[config.mk]
export PLATFORM = sky130hd
export DESIGN_NAME = zx_ram_arbiter_flat
export DESIGN_NICKNAME = d
export VERILOG_FILES = /design/src/rtl/zx_mem_pkg.sv /design/src/rtl/zx_ram_arbiter_if.sv /design/src/rtl/zx_ram_prio_sel.sv /design/src/rtl/zx_ram_arbiter.sv /design/src/flat_wrapper.sv
export SDC_FILE = /design/constraint.sdc
export NUM_CORES = 1
export LEC_CHECK = 0
export CAP_MARGIN = 20
export CORE_ASPECT_RATIO = 1.1
export CORE_UTILIZATION = 40
export CTS_CLUSTER_DIAMETER = 150
export DETAILED_ROUTE_END_ITERATION = 8
export PLACE_DENSITY = 0.8
export SLEW_MARGIN = 5
export SYNTH_ARGS = -nofsm -noshare
export SYNTH_HDL_FRONTEND = slang
export SYNTH_SLANG_ARGS = --single-unit
[constraint.sdc]
create_clock -name clk -period 2.7 [get_ports clk]
set_input_delay 0.675 -clock clk [delete_from_list [all_inputs] [get_ports clk]]
set_output_delay 0.675 -clock clk [all_outputs]
set_load 0.005 [all_outputs]
[src/rtl/zx_mem_pkg.sv]
// zx_mem_pkg: shared RAM constants and the read-return tag encoding used by the arbiter.
package zx_mem_pkg;
  localparam int RAM_ADDR_W = 15;
  localparam int STARVE_CNT_W = 4;
  typedef enum logic [1:0] {
    TAG_NONE = 2'd0,
    TAG_VID  = 2'd1,
    TAG_LDR  = 2'd2,
    TAG_CPU  = 2'd3
  } tag_e;
endpackage

[src/rtl/zx_ram_arbiter_if.sv]
// zx_ram_arbiter_if: requester (vid/ldr/cpu req, addr, we, wdata, ack, rvalid, rdata) and RAM (we, addr, din, dout) bus; slave = arbiter side, master = requesters/RAM side.
interface zx_ram_arbiter_if
  import zx_mem_pkg::*;
#(
  parameter int ADDR_W = RAM_ADDR_W
);
  logic              vid_req;
  logic [ADDR_W-1:0] vid_addr;
  logic              vid_ack;
  logic              vid_rvalid;
  logic [7:0]        vid_rdata;
  logic              ldr_req;
  logic              ldr_we;
  logic [ADDR_W-1:0] ldr_addr;
  logic [7:0]        ldr_wdata;
  logic              ldr_ack;
  logic              ldr_rvalid;
  logic [7:0]        ldr_rdata;
  logic              cpu_req;
  logic              cpu_we;
  logic [ADDR_W-1:0] cpu_addr;
  logic [7:0]        cpu_wdata;
  logic              cpu_ack;
  logic              cpu_rvalid;
  logic [7:0]        cpu_rdata;
  logic              ram_we;
  logic [ADDR_W-1:0] ram_addr;
  logic [7:0]        ram_din;
  logic [7:0]        ram_dout;
  modport slave (
    input  vid_req, vid_addr,
    input  ldr_req, ldr_we, ldr_addr, ldr_wdata,
    input  cpu_req, cpu_we, cpu_addr, cpu_wdata,
    input  ram_dout,
    output vid_ack, vid_rvalid, vid_rdata,
    output ldr_ack, ldr_rvalid, ldr_rdata,
    output cpu_ack, cpu_rvalid, cpu_rdata,
    output ram_we, ram_addr, ram_din
  );
  modport master (
    output vid_req, vid_addr,
    output ldr_req, ldr_we, ldr_addr, ldr_wdata,
    output cpu_req, cpu_we, cpu_addr, cpu_wdata,
    output ram_dout,
    input  vid_ack, vid_rvalid, vid_rdata,
    input  ldr_ack, ldr_rvalid, ldr_rdata,
    input  cpu_ack, cpu_rvalid, cpu_rdata,
    input  ram_we, ram_addr, ram_din
  );
endinterface

[src/rtl/zx_ram_prio_sel.sv]
// zx_ram_prio_sel: combinational priority select (vid > starved cpu > ldr > cpu); ins vid/ldr/cpu req + starved, out one-hot gnt {cpu, ldr, vid}.
module zx_ram_prio_sel (
  input  logic       vid_req,
  input  logic       ldr_req,
  input  logic       cpu_req,
  input  logic       starved,
  output logic [2:0] gnt
);
  always_comb begin
    gnt[0] = vid_req;
    gnt[1] = !vid_req && ldr_req && !(cpu_req && starved);
    gnt[2] = !vid_req && cpu_req && (starved || !ldr_req);
  end
endmodule

[src/rtl/zx_ram_arbiter.sv]
// zx_ram_arbiter: shares one single-port RAM among video, loader and CPU; ports clk, reset, bus (slave: requester handshakes in, RAM pins out, read data back).
module zx_ram_arbiter
  import zx_mem_pkg::*;
#(
  parameter int ADDR_W     = RAM_ADDR_W,
  parameter int STARVE_MAX = 4
) (
  input  logic             clk,
  input  logic             reset,
  zx_ram_arbiter_if.slave  bus
);
  logic [2:0]              gnt_raw;
  logic [2:0]              gnt;
  logic                    starved;
  logic [STARVE_CNT_W-1:0] cnt_q, cnt_d;
  tag_e                    tag_q, tag_d;
  logic [ADDR_W-1:0]       addr_q, addr_d;
  logic [7:0]              din_q, din_d;
  logic [7:0]              vid_rd_q, vid_rd_d;
  logic [7:0]              ldr_rd_q, ldr_rd_d;
  logic [7:0]              cpu_rd_q, cpu_rd_d;
  logic                    vid_rv, ldr_rv, cpu_rv;
  assign starved = cnt_q >= STARVE_CNT_W'(STARVE_MAX);
  zx_ram_prio_sel u_sel (
    .vid_req (bus.vid_req),
    .ldr_req (bus.ldr_req),
    .cpu_req (bus.cpu_req),
    .starved (starved),
    .gnt     (gnt_raw)
  );
  always_comb begin
    gnt = reset ? 3'b000 : gnt_raw;
    addr_d = reset ? '0 : gnt[0] ? bus.vid_addr : gnt[1] ? bus.ldr_addr : gnt[2] ? bus.cpu_addr : addr_q;
    din_d = reset ? '0 : gnt[1] ? bus.ldr_wdata : gnt[2] ? bus.cpu_wdata : din_q;
    tag_d = gnt[0] ? TAG_VID : (gnt[1] && !bus.ldr_we) ? TAG_LDR : (gnt[2] && !bus.cpu_we) ? TAG_CPU : TAG_NONE;
    cnt_d = (reset || !bus.cpu_req || gnt[2]) ? '0 : (cnt_q == '1) ? cnt_q : cnt_q + STARVE_CNT_W'(1);
    vid_rv = !reset && tag_q == TAG_VID;
    ldr_rv = !reset && tag_q == TAG_LDR;
    cpu_rv = !reset && tag_q == TAG_CPU;
    vid_rd_d = reset ? '0 : vid_rv ? bus.ram_dout : vid_rd_q;
    ldr_rd_d = reset ? '0 : ldr_rv ? bus.ram_dout : ldr_rd_q;
    cpu_rd_d = reset ? '0 : cpu_rv ? bus.ram_dout : cpu_rd_q;
    bus.vid_ack = gnt[0];
    bus.ldr_ack = gnt[1];
    bus.cpu_ack = gnt[2];
    bus.ram_we = (gnt[1] && bus.ldr_we) || (gnt[2] && bus.cpu_we);
    bus.ram_addr = addr_d;
    bus.ram_din = din_d;
    bus.vid_rvalid = vid_rv;
    bus.ldr_rvalid = ldr_rv;
    bus.cpu_rvalid = cpu_rv;
    bus.vid_rdata = vid_rv ? bus.ram_dout : vid_rd_q;
    bus.ldr_rdata = ldr_rv ? bus.ram_dout : ldr_rd_q;
    bus.cpu_rdata = cpu_rv ? bus.ram_dout : cpu_rd_q;
  end
  always_ff @(posedge clk) begin
    if (reset) begin
      cnt_q    <= '0;
      tag_q    <= TAG_NONE;
      addr_q   <= '0;
      din_q    <= '0;
      vid_rd_q <= '0;
      ldr_rd_q <= '0;
      cpu_rd_q <= '0;
    end else begin
      cnt_q    <= cnt_d;
      tag_q    <= tag_d;
      addr_q   <= addr_d;
      din_q    <= din_d;
      vid_rd_q <= vid_rd_d;
      ldr_rd_q <= ldr_rd_d;
      cpu_rd_q <= cpu_rd_d;
    end
  end
endmodule

[src/flat_wrapper.sv]
// flat-port wrapper written by rule: the top's interface ports become plain ports
module zx_ram_arbiter_flat import zx_mem_pkg::*;
#(
  parameter int ADDR_W     = RAM_ADDR_W,
  parameter int STARVE_MAX = 4
)
  (clk, reset, bus_vid_req, bus_vid_addr, bus_ldr_req, bus_ldr_we, bus_ldr_addr, bus_ldr_wdata, bus_cpu_req, bus_cpu_we, bus_cpu_addr, bus_cpu_wdata, bus_ram_dout, bus_vid_ack, bus_vid_rvalid, bus_vid_rdata, bus_ldr_ack, bus_ldr_rvalid, bus_ldr_rdata, bus_cpu_ack, bus_cpu_rvalid, bus_cpu_rdata, bus_ram_we, bus_ram_addr, bus_ram_din);
  zx_ram_arbiter_if #(.ADDR_W(ADDR_W)) bus_i ();
  input  logic clk;
  input  logic reset;
  input wire logic [$bits(bus_i.vid_req)-1:0] bus_vid_req;
  input wire logic [$bits(bus_i.vid_addr)-1:0] bus_vid_addr;
  input wire logic [$bits(bus_i.ldr_req)-1:0] bus_ldr_req;
  input wire logic [$bits(bus_i.ldr_we)-1:0] bus_ldr_we;
  input wire logic [$bits(bus_i.ldr_addr)-1:0] bus_ldr_addr;
  input wire logic [$bits(bus_i.ldr_wdata)-1:0] bus_ldr_wdata;
  input wire logic [$bits(bus_i.cpu_req)-1:0] bus_cpu_req;
  input wire logic [$bits(bus_i.cpu_we)-1:0] bus_cpu_we;
  input wire logic [$bits(bus_i.cpu_addr)-1:0] bus_cpu_addr;
  input wire logic [$bits(bus_i.cpu_wdata)-1:0] bus_cpu_wdata;
  input wire logic [$bits(bus_i.ram_dout)-1:0] bus_ram_dout;
  output wire logic [$bits(bus_i.vid_ack)-1:0] bus_vid_ack;
  output wire logic [$bits(bus_i.vid_rvalid)-1:0] bus_vid_rvalid;
  output wire logic [$bits(bus_i.vid_rdata)-1:0] bus_vid_rdata;
  output wire logic [$bits(bus_i.ldr_ack)-1:0] bus_ldr_ack;
  output wire logic [$bits(bus_i.ldr_rvalid)-1:0] bus_ldr_rvalid;
  output wire logic [$bits(bus_i.ldr_rdata)-1:0] bus_ldr_rdata;
  output wire logic [$bits(bus_i.cpu_ack)-1:0] bus_cpu_ack;
  output wire logic [$bits(bus_i.cpu_rvalid)-1:0] bus_cpu_rvalid;
  output wire logic [$bits(bus_i.cpu_rdata)-1:0] bus_cpu_rdata;
  output wire logic [$bits(bus_i.ram_we)-1:0] bus_ram_we;
  output wire logic [$bits(bus_i.ram_addr)-1:0] bus_ram_addr;
  output wire logic [$bits(bus_i.ram_din)-1:0] bus_ram_din;
  assign bus_i.vid_req = bus_vid_req;
  assign bus_i.vid_addr = bus_vid_addr;
  assign bus_i.ldr_req = bus_ldr_req;
  assign bus_i.ldr_we = bus_ldr_we;
  assign bus_i.ldr_addr = bus_ldr_addr;
  assign bus_i.ldr_wdata = bus_ldr_wdata;
  assign bus_i.cpu_req = bus_cpu_req;
  assign bus_i.cpu_we = bus_cpu_we;
  assign bus_i.cpu_addr = bus_cpu_addr;
  assign bus_i.cpu_wdata = bus_cpu_wdata;
  assign bus_i.ram_dout = bus_ram_dout;
  assign bus_vid_ack = bus_i.vid_ack;
  assign bus_vid_rvalid = bus_i.vid_rvalid;
  assign bus_vid_rdata = bus_i.vid_rdata;
  assign bus_ldr_ack = bus_i.ldr_ack;
  assign bus_ldr_rvalid = bus_i.ldr_rvalid;
  assign bus_ldr_rdata = bus_i.ldr_rdata;
  assign bus_cpu_ack = bus_i.cpu_ack;
  assign bus_cpu_rvalid = bus_i.cpu_rvalid;
  assign bus_cpu_rdata = bus_i.cpu_rdata;
  assign bus_ram_we = bus_i.ram_we;
  assign bus_ram_addr = bus_i.ram_addr;
  assign bus_ram_din = bus_i.ram_din;
  zx_ram_arbiter #(.ADDR_W(ADDR_W), .STARVE_MAX(STARVE_MAX)) u_core (.clk(clk), .reset(reset), .bus(bus_i));
endmodule
==> results.py <==
metrics = {
    "run_status": {
        "status": "complete, but fails checks",
        "violations": "setup timing",
    },
    "timing": {
        "hold_viol_final": 0,
        "setup_viol": 5,
        "timing.hold.ws_ns": 0.511,
        "finalCritPeriodShare_pct": 102,
        "slew_viol_final": 0,
        "grt_setup_unrepaired": "true",
        "maxSlewHeadroom_pct": 74.0,
        "fin_crit_ns": 2.75,
        "setup_tns_ns": -0.0781,
        "tightest_slew_ns": 0.390,
        "fin_ws_ns": -0.0455,
        "skew_ns": 0.00419,
        "clock.fmax_mhz": 364,
    },
    "yosys": {
        "synth_most_common_cell": "dfxtp_1",
        "netlist_area_mm2": 0.00261,
        "ys_warn_count": 0,
        "synth_ff_type": "dfxtp_1",
        "synth_edf_count": 0,
        "avgSynthCellArea_um2": 9.81,
        "syn_nets": 343,
        "yosysTopAreaCell": "dfxtp_1",
        "synth_top_area_share_pct": 40.7,
        "postSynthRegisterBits": 53,
        "async_flop_share_pct": 0,
        "synth.distinct_cells": 34,
        "ys_seq_area_share_pct": 40.7,
        "synth_common_cells": "53 x dfxtp_1, 27 x nor2b_1, 21 x mux2_2, 20 x o21ai_0, 17 x o21ai_1",
        "synthCells": 266,
        "synth_area_leaders": "dfxtp_1 41%, mux2_2 9.1%, nor2b_1 6.5%, mux2i_1 5.8%, a311oi_1 5.4%",
    },
    "critical_path": {
        "crit_type": "in2out",
        "r2r_end": "u_core.ldr_rd_q[4]",
        "cp-endpoint": "bus_ldr_rdata[4]",
        "required_ns": 2.03,
        "worst_ep_arrival_time_ns": 2.07,
        "r2r.worst_path.cells": 7,
        "crit_path_max_fanout": 6,
        "cp-startpoint": "reset",
        "r2r_setup_slack_ns": 1.03,
        "critPathLaunchType": "input pin",
        "r2r-start": "u_core.tag_q[1]",
        "endpoint_kind": "primary output",
    },
    "drt": {
        "vias": 2938,
        "post_drt_wl_per_cell_um": 16.6,
        "firstDrtPassIters": 4,
        "ant_nets": 0,
        "drt-vias-per-instance": 5.48,
        "route.detailed.drc": 0,
        "drt_wl_total_um": 8910,
        "drt_iter0_markers": 84,
    },
    "grt": {
        "grt_max_degree": 29,
        "antenna_found_initial": 0,
        "grt_pass1_wl_um": 12900,
        "overflow": 0,
        "grt_usage_pct": 23.6,
        "grt_pass1_vias": 2866,
    },
    "finish": {
        "seqCellArea_mm2": 0.00106,
        "nFillCells": 425,
        "syn2layout_area_growth_pct": 83.2,
        "drive_gt1_share_pct": 38.4,
        "nNetsFinal": 532,
        "final_area_mm2": 0.00478,
        "multi_input_area_mm2": 0.00162,
        "antennaDiodeCount": 0,
        "final_util_pct": 76.7,
    },
    "clock_network": {
        "htreeDepth": 2,
        "clk-insertion-delay-late_ns": 0.31,
        "cts_made_buffers": 5,
        "path_clk_slew_ns": 0.09,
        "clock_sinks": 53,
        "cts_root_buf": "clkbuf_8",
        "cts_tree": "done",
        "cts.path.max_buffers": 2,
    },
    "floorplan": {
        "pin_count": 130,
        "dieArea_mm2": 0.00685,
        "die-height_um": 86.7,
        "num_rows": 30,
        "fp.dieW_um": 79.0,
        "core_mm2": 0.00623,
        "initial_core_util_pct": 41.9,
    },
    "flow_run": {
        "max_cap_violations": 0,
    },
    "pwr": {
        "powerDensity_mw_per_mm2": 358,
        "ir_drop_mv": 0.227,
        "leakagePower_nw": 2.24,
    },
    "place": {
        "dpl_worst_slack_ns": -0.679,
        "portBuffers": 129,
        "place_area_mm2": 0.00419,
        "hpwlAfterDp_um": 5560,
        "place_congestion": 0.770,
    },
    "worst_hold_path": {
        "hp-class": "reg2reg",
    },
}
[worst max-delay path, stage by stage]
cell      delay (ns)
buf_4           0.15
buf_6           0.14
nor3b_4         0.19
buf_4           0.14
buf_6           0.09
buf_4           0.12
buf_4           0.10
mux2_2          0.34
clkbuf_2        0.12
[cell families (layout without fill, tap and decap cells)]
family / count (synthesis) / count (layout) / share of synthesized area (%)
muxes: 39 / 39 / 16.1
adders and majority gates: 1 / 1 / 0.479
DFF: 53 / 53 / 40.7
buffers and inverters: 27 / 216 / 5.70
AOI/OAI and AO/OA: 78 / 78 / 20.5
xor gates and xnor gates: 1 / 1 / 0.336
and+or+nand+nor: 67 / 68 / 16.3
[what timing repair did]
| action | in CTS | in global routing |
|---|---|---|
| cloned | 3 | 2 |
| gates resized for setup | 79 | 110 |
| buffers inserted | 13 | 20 |
| endpoints found under the setup margin | 51 | 50 |
| hold buffers | 0 | 0 |
| pin swaps | 2 | 8 |
[cells in the final DEF, fill, tap and decap left out, types with 13 or more instances in the layout]
cell,instances
buf_4,54
clkbuf_2,27
mux2_2,21
o21ai_0,16
o21ai_1,14
buf_6,15
dlymetal6s2s_1,13
clkdlybuf4s50_1,74
dfxtp_1,52
a311oi_1,13
nor2b_1,27
[per-layer routing]
| metal | track usage, % | share of wire [%] | wire length, um | vias up |
|---|---|---|---|---|
| met4 | 7.93 | 2.5 | 224 | 0 |
| met2 | 42.8 | 51 | 4590 | 146 |
| met1 | 25.9 | 38 | 3370 | 1392 |
| li1 | - | - | - | 1378 |
| met3 | 7.47 | 8.2 | 735 | 22 |
| met5 | 0 | 0 | 0 | - |
[sequential cells by signal, indices dropped and copies added (netlist names)]
register and count:
u_core.ldr_rd_q 8, u_core.addr_q 15, u_core.cpu_rd_q 8, u_core.vid_rd_q 8, u_core.tag_q 2, u_core.din_q 8, u_core.cnt_q 4
[layout make-up]
| cell class | count | area share (%) |
|---|---|---|
| multi-input combinational | 187 | 34.0 |
| sequential | 53 | 22.2 |
| tap | 80 | 2.09 |
| clock inverter | 2 | 0.314 |
| inverter | 4 | 0.314 |
| clock buffer | 6 | 1.52 |
| timing repair buffer | 204 | 39.6 |
[through the flow]
step           power (mW)  instances
2_1_floorplan       0.984        266
3_3_place_gp         1.22        490
3_5_place_dp         1.23        490
4_1_cts              1.68        514
5_1_grt              1.79        536
6_report             1.71        536
[how the worst min path moves through the flow]
stage | startpoint | endpoint | slack (ns) | cells past startpoint
finish | u_core.din_q[2] | u_core.din_q[2] | 0.51 | 2
global route | u_core.din_q[2] | u_core.din_q[2] | 0.51 | 2
CTS | u_core.din_q[1] | u_core.din_q[1] | 0.50 | 2
detailed placement | u_core.addr_q[1] | u_core.addr_q[1] | 0.51 | 2
global placement | u_core.addr_q[1] | u_core.addr_q[1] | 0.50 | 2
floorplan | u_core.addr_q[0] | u_core.addr_q[0] | 0.49 | 2
[power by group]
group          internal, mW  switching (mW)  leakage, nW  total (mW)
Combinational         0.263           0.170         1.77       0.433
Sequential            0.816          0.0154        0.434       0.831
Clock                 0.183           0.262       0.0374       0.445
Total                  1.26           0.448         2.24        1.71
Note: power is estimated with default switching activity, not from simulation.
